$ cat src/rtl/cla_subtractor_16bit_pipe_if.sv
// Operand/result stream bundle for the pipelined CLA subtractor.
// master = producer+consumer side, slave = the subtractor itself.
// ovf is present only when CLA_SUB_OVF_EN is defined.
interface cla_subtractor_16bit_pipe_if #(
  parameter int WIDTH = 16
);
  logic             in_valid;
  logic             in_ready;
  logic [WIDTH-1:0] a;
  logic [WIDTH-1:0] b;
  logic             bin;
  logic             out_valid;
  logic             out_ready;
  logic [WIDTH-1:0] diff;
  logic             bout;
`ifdef CLA_SUB_OVF_EN
  logic             ovf;
`endif

  modport master (
    output in_valid, a, b, bin, out_ready,
    input  in_ready, out_valid, diff, bout
`ifdef CLA_SUB_OVF_EN
    , input ovf
`endif
  );

  modport slave (
    input  in_valid, a, b, bin, out_ready,
    output in_ready, out_valid, diff, bout
`ifdef CLA_SUB_OVF_EN
    , output ovf
`endif
  );
endinterface

$ cat src/rtl/cla_subtractor_16bit_pipe.sv
// Purpose: diff = a - b - bin as a + ~b + ~bin, one 4-bit CLA slice per stage (optional ovf: CLA_SUB_OVF_EN).
// Latency: STAGES-1 edges from accept to out_valid; one beat per cycle.
// Backpressure: global advance = ~out_valid | out_ready; a stalled output freezes every stage.
module cla_subtractor_16bit_pipe #(
  parameter int WIDTH = 16,           // must be a multiple of SLICE, at least two slices
  parameter int SLICE = 4,
  localparam int STAGES = WIDTH / SLICE
) (
  input logic clk,
  input logic rst,
  cla_subtractor_16bit_pipe_if.slave bus
);

  localparam int LAST = STAGES - 1;
  localparam int MSB  = WIDTH - 1;

  // Per-stage state. Borrow (inverted carry) is stored so that reset gives bout=0.
  logic [STAGES-1:0] vld_q;
  logic [STAGES-1:0] brw_q;
  logic [WIDTH-1:0]  diff_q [STAGES];
  // Operands skewed forward; the last stage consumes them directly from stage LAST-1.
  logic [WIDTH-1:0]  a_q [STAGES-1];
  logic [WIDTH-1:0]  b_q [STAGES-1];

  // What each stage would load on an advance.
  logic [WIDTH-1:0]  src_a [STAGES];
  logic [WIDTH-1:0]  src_b [STAGES];
  logic [WIDTH-1:0]  src_d [STAGES];
  logic [WIDTH-1:0]  nxt_d [STAGES];
  logic [SLICE:0]    sum   [STAGES];
  logic [STAGES-1:0] src_c;
  logic [STAGES-1:0] src_v;
  logic [STAGES-1:0] nxt_c;
  logic              adv;

`ifdef CLA_SUB_OVF_EN
  logic ovf_q;
  logic ovf_nxt;
`endif

  // 4-bit lookahead: every carry is a flat sum of generate/propagate products,
  // no carry ripples between bit positions inside the slice.
  function automatic logic [SLICE:0] cla_slice(
    input logic [SLICE-1:0] x,
    input logic [SLICE-1:0] y,
    input logic             ci
  );
    logic [SLICE-1:0] g;
    logic [SLICE-1:0] p;
    logic [SLICE:0]   c;
    logic             term;
    g    = x & y;
    p    = x ^ y;
    c    = '0;
    c[0] = ci;
    for (int i = 0; i < SLICE; i++) begin
      term = ci;
      for (int j = 0; j <= i; j++) term = term & p[j];
      c[i+1] = term;
      for (int j = 0; j <= i; j++) begin
        term = g[j];
        for (int m = j + 1; m <= i; m++) term = term & p[m];
        c[i+1] = c[i+1] | term;
      end
    end
    return {c[SLICE], p ^ c[SLICE-1:0]};
  endfunction

  assign adv           = ~vld_q[LAST] | bus.out_ready;
  assign bus.in_ready  = adv;
  assign bus.out_valid = vld_q[LAST];
  assign bus.diff      = diff_q[LAST];
  assign bus.bout      = brw_q[LAST];

  // Resolve slice k of each stage's incoming operands and merge it into the diff word.
  always_comb begin
    src_a[0] = bus.a;
    src_b[0] = bus.b;
    src_c[0] = ~bus.bin;
    src_d[0] = '0;
    src_v[0] = bus.in_valid;
    for (int k = 1; k < STAGES; k++) begin
      src_a[k] = a_q[k-1];
      src_b[k] = b_q[k-1];
      src_c[k] = ~brw_q[k-1];
      src_d[k] = diff_q[k-1];
      src_v[k] = vld_q[k-1];
    end
    for (int k = 0; k < STAGES; k++) begin
      sum[k]   = cla_slice(src_a[k][k*SLICE +: SLICE], ~src_b[k][k*SLICE +: SLICE], src_c[k]);
      nxt_d[k] = src_d[k];
      nxt_d[k][k*SLICE +: SLICE] = sum[k][SLICE-1:0];
      nxt_c[k] = sum[k][SLICE];
    end
  end

`ifdef CLA_SUB_OVF_EN
  // Signed overflow from operand MSBs and the final diff MSB, aligned with the last stage.
  always_comb begin
    ovf_nxt = (src_a[LAST][MSB] ^ src_b[LAST][MSB]) & (nxt_d[LAST][MSB] ^ src_a[LAST][MSB]);
  end
  assign bus.ovf = ovf_q;
`endif

  // Pipeline registers: everything moves together on adv, everything holds otherwise.
  always_ff @(posedge clk or posedge rst) begin
    if (rst) begin
      vld_q <= '0;
      brw_q <= '0;
      for (int k = 0; k < STAGES; k++) diff_q[k] <= '0;
      for (int k = 0; k < STAGES - 1; k++) begin
        a_q[k] <= '0;
        b_q[k] <= '0;
      end
`ifdef CLA_SUB_OVF_EN
      ovf_q <= 1'b0;
`endif
    end else if (adv) begin
      vld_q <= src_v;
      brw_q <= ~nxt_c;
      for (int k = 0; k < STAGES; k++) diff_q[k] <= nxt_d[k];
      for (int k = 0; k < STAGES - 1; k++) begin
        a_q[k] <= src_a[k];
        b_q[k] <= src_b[k];
      end
`ifdef CLA_SUB_OVF_EN
      ovf_q <= ovf_nxt;
`endif
    end
  end

endmodule

$ cat src/flat_wrapper.sv
// flat-port wrapper written by rule: the top's interface ports become plain ports
module cla_subtractor_16bit_pipe_flat 
#(
  parameter int WIDTH = 16,                                                              
  parameter int SLICE = 4,
  localparam int STAGES = WIDTH / SLICE
)
  (clk, rst, bus_in_valid, bus_a, bus_b, bus_bin, bus_out_ready, bus_in_ready, bus_out_valid, bus_diff, bus_bout);
  cla_subtractor_16bit_pipe_if #(.WIDTH(WIDTH)) bus_i ();
  input logic clk;
  input logic rst;
  input wire logic [$bits(bus_i.in_valid)-1:0] bus_in_valid;
  input wire logic [$bits(bus_i.a)-1:0] bus_a;
  input wire logic [$bits(bus_i.b)-1:0] bus_b;
  input wire logic [$bits(bus_i.bin)-1:0] bus_bin;
  input wire logic [$bits(bus_i.out_ready)-1:0] bus_out_ready;
  output wire logic [$bits(bus_i.in_ready)-1:0] bus_in_ready;
  output wire logic [$bits(bus_i.out_valid)-1:0] bus_out_valid;
  output wire logic [$bits(bus_i.diff)-1:0] bus_diff;
  output wire logic [$bits(bus_i.bout)-1:0] bus_bout;
  assign bus_i.in_valid = bus_in_valid;
  assign bus_i.a = bus_a;
  assign bus_i.b = bus_b;
  assign bus_i.bin = bus_bin;
  assign bus_i.out_ready = bus_out_ready;
  assign bus_in_ready = bus_i.in_ready;
  assign bus_out_valid = bus_i.out_valid;
  assign bus_diff = bus_i.diff;
  assign bus_bout = bus_i.bout;
  cla_subtractor_16bit_pipe #(.WIDTH(WIDTH), .SLICE(SLICE)) u_core (.clk(clk), .rst(rst), .bus(bus_i));
endmodule
$ cat config.mk
export PLATFORM = sky130hd
export DESIGN_NAME = cla_subtractor_16bit_pipe_flat
export DESIGN_NICKNAME = d
export VERILOG_FILES = /design/src/rtl/cla_subtractor_16bit_pipe_if.sv /design/src/rtl/cla_subtractor_16bit_pipe.sv /design/src/flat_wrapper.sv
export SDC_FILE = /design/constraint.sdc
export NUM_CORES = 1
export LEC_CHECK = 0
export ABC_AREA = 1
export CORE_MARGIN = 1.5
export CORE_UTILIZATION = 55
export CTS_CLUSTER_SIZE = 28
export DETAILED_ROUTE_END_ITERATION = 10
export MAX_ROUTING_LAYER = met4
export PLACE_DENSITY_LB_ADDON = 0.08
export SLEW_MARGIN = 20
export SYNTH_ARGS = -nofsm -noshare
export SYNTH_HDL_FRONTEND = slang
export SYNTH_SLANG_ARGS = --single-unit
$ cat constraint.sdc
create_clock -name clk -period 4 [get_ports clk]
set_clock_uncertainty 0.1 [all_clocks]
set_input_delay 0.8 -clock clk [delete_from_list [all_inputs] [get_ports clk]]
set_output_delay 0.8 -clock clk [all_outputs]
set_load 0.005 [all_outputs]
==> metrics.yaml <==
pwr:
  irDropWorstVdd_mv: 0.240
  powerDensity_nw_per_um2: 721
  leakage_nw: 2.59
  p_total_mw: 3.67
yosys:
  netlist_instances: 502
  yosysSeqAreaShare_pct: 54.2
  syn_nets: 563
  synth_area_um2: 4430
  synth_adder_area_share_pct: 7.46
  muxShareOfSynthArea_pct: 0
  synth_largest_area_cell: "dfrtp_1"
  yosys.area_share.simple_pct: 21.2
  yosys_warnings: 0
  synth_cell_type_count: 17
  synth_top_family_by_area: "simple AND/OR/NAND/NOR gates"
  synth_xor_area_share_pct: 0.791
  synth_top_area_share_pct: 54.2
  synth.area.top_cells: "dfrtp_1 (54%), nand2_1 (18%), ha_1 (5.6%)"
  synth-seq-cells: 96
  postSynthAreaPerCell_um2: 8.83
  synth_compound_area_share_pct: 5.54
final_layout:
  regArea_um2: 2400
  final_common_cell: "nand2_1"
  nets: 595
  nFillCells: 676
  antenna_cells: 0
  multi_input_area_um2: 1560
  syn_to_final_growth_pct: 14.9
  layout_common_cells: "nand2_1 (207), dfrtp_1 (96), clkdlybuf4s50_1 (55)"
  drive_gt1_share_pct: 3.71
routing:
  totalWireLength_mm: 7.15
  first_pass_iters: 4
  route.vias.total: 3014
  viasPerCell: 4.70
  drc_errors: 0
  antenna_left: 0
  wl_per_cell_um: 11.2
  drt_iter0_drc: 190
global_route:
  grt_pass1_wl_mm: 12.4
  gr-total-overflow: 0
  grt_usage_pct: 18.7
  antenna_found_initial: 0
  grt_start_max_net_pins: 101
  grt_pass1_vias: 2889
setup_path:
  worstSetupEndpointType: "output pin"
  reg2regPathDepth: 6
  crit_start: "bus_out_ready"
  critPathMaxFanout: 2
  critical_path_class: "in2out"
  arrival_ns: 1.93
  r2r-start: "u_core.vld_q[3]$_DFFE_PP0P_"
  cp-start-kind: "input pin"
  worstPathRequired_ns: 3.10
floorplan:
  core-area_um2: 7770
  initial_utilization_pct: 57.0
  die_width_um: 92.8
  rows: 32
  pin_count: 56
  die_h_um: 92.8
  die-area_um2: 8600
clocking:
  clk_path_buf_depth: 2
  cts_setup_buffers: 0
  cts_tree: "yes"
  clkTransAtPathRegs_ns: 0.08
  cts-buffers-inserted: 9
  htreeDepth: 3
  cts_root_buf: "clkbuf_8"
  cts_num_sinks: 96
  clk_latency_ns: 0.35
  cts_hold_buf: 0
  cts_resized: 0
min_path:
  holdCritPathClass: "reg2reg"
  holdPathStages: 2
  hp-start: "u_core.vld_q[2]$_DFFE_PP0P_"
placement:
  gp_congestion: 0.785
  dp_hpwl_mm: 4.66
  portBuffers: 55
timing:
  finalSetupViolations: 0
  min_period_ns: 2.83
  rsz0062_at_grt: "no"
  slew_headroom_pct: 38.2
  clock.fmax_ghz: 0.353
  final.setup.tns_ns: 0
  worst_pin_slew_ns: 0.927
  timing.final.crit_share_pct: 70.8
  hold_viol_final: 0
  maxSlewViolCount: 0
run:
  cap_viol_max_count: 0
run_status:
  status: "finished clean"
==> layer usage <==
layer	up-vias	track usage, %	share of wire (%)
met2	47	30.6	46
met3	5	4.60	4.4
li1	1586	-	-
met5	-	-	0
met1	1376	23.5	49
met4	0	5.05	0.71
==> logic make-up (layout without fill, tap and decap cells) <==
family,count (synthesis),count (layout)
flip-flops,96,96
adder cells (fa/ha/maj),24,24
XOR/XNOR,4,4
AO/OA/AOI/OAI,49,49
AND/OR/NAND/NOR,240,240
buffers and inverters,89,126
==> flip-flops by register name (all words and copies together) (netlist names) <==
| register | count |
|---|---|
| u_core.bus.diff | 16 |
| u_core.brw_q | 4 |
| u_core.vld_q | 4 |
| u_core.diff_q | 24 |
| u_core.b_q | 24 |
| u_core.a_q | 24 |
==> synth_stat cells <==
cell	count
buf_6	6
inv_2	1
dfrtp_1	96
nand2_1	207
nand4_1	4
nor2_1	7
inv_1	51
fa_1	4
o21ai_1	26
ha_1	20
buf_2	7
buf_4	24
xnor2_1	3
nor2_2	1
nand3_1	21
o21ai_0	23
xor2_1	1
==> area by class of cell <==
cell class                      count  share of cell area (%)
Clock inverter                      4                    1.50
Multi-Input combinational cell    317                    30.6
Timing Repair Buffer               58                    11.5
Tap cell                          102                    2.51
Inverter                           52                    3.88
Sequential cell                    96                    47.2
Clock buffer                       12                    2.85
==> metrics by stage <==
| step | util, % | instances | area (um^2) | hold WS (ns) | worst slack (ns) |
|---|---|---|---|---|---|
| floorplan | - | 502 | 4430 | 0.323 | 0.595 |
| CTS | 65.5 | 641 | 5090 | 0.369 | 1.16 |
| global route | 65.5 | 641 | 5090 | 0.403 | 1.13 |
| detailed placement | 62.7 | 625 | 4870 | 0.347 | 1.17 |
| finish | 65.5 | 641 | 5090 | 0.364 | 1.17 |
| global placement | 62.7 | 625 | 4870 | 0.335 | 1.16 |
==> worst max-delay path, cell delays in order <==
cell             delay (ns)
clkdlybuf4s50_1        0.50
nor2_4                 0.06
inv_2                  0.07
clkdlybuf4s50_1        0.50
==> path summary, 6_finish.rpt <==
path,end,slack (ns)
max,bus_in_ready,1.17
min,u_core.vld_q[3]$_DFFE_PP0P_,0.36
max reg2reg,u_core.diff_q[38]$_DFFE_PP0P_,2.22
min reg2reg,u_core.vld_q[3]$_DFFE_PP0P_,0.36
max in group asynchronous,u_core.bus.diff[4]$_DFFE_PP0P_,2.42
min in group asynchronous,u_core.bus.diff[14]$_DFFE_PP0P_,0.73
==> where the power goes <==
part	internal [mW]	switching [mW]	total, mW
sequential	1.39	0.201	1.59
combinational	0.617	0.767	1.38
clock	0.373	0.321	0.693
total	2.38	1.29	3.67
Note: power is estimated with default switching activity, not from simulation.
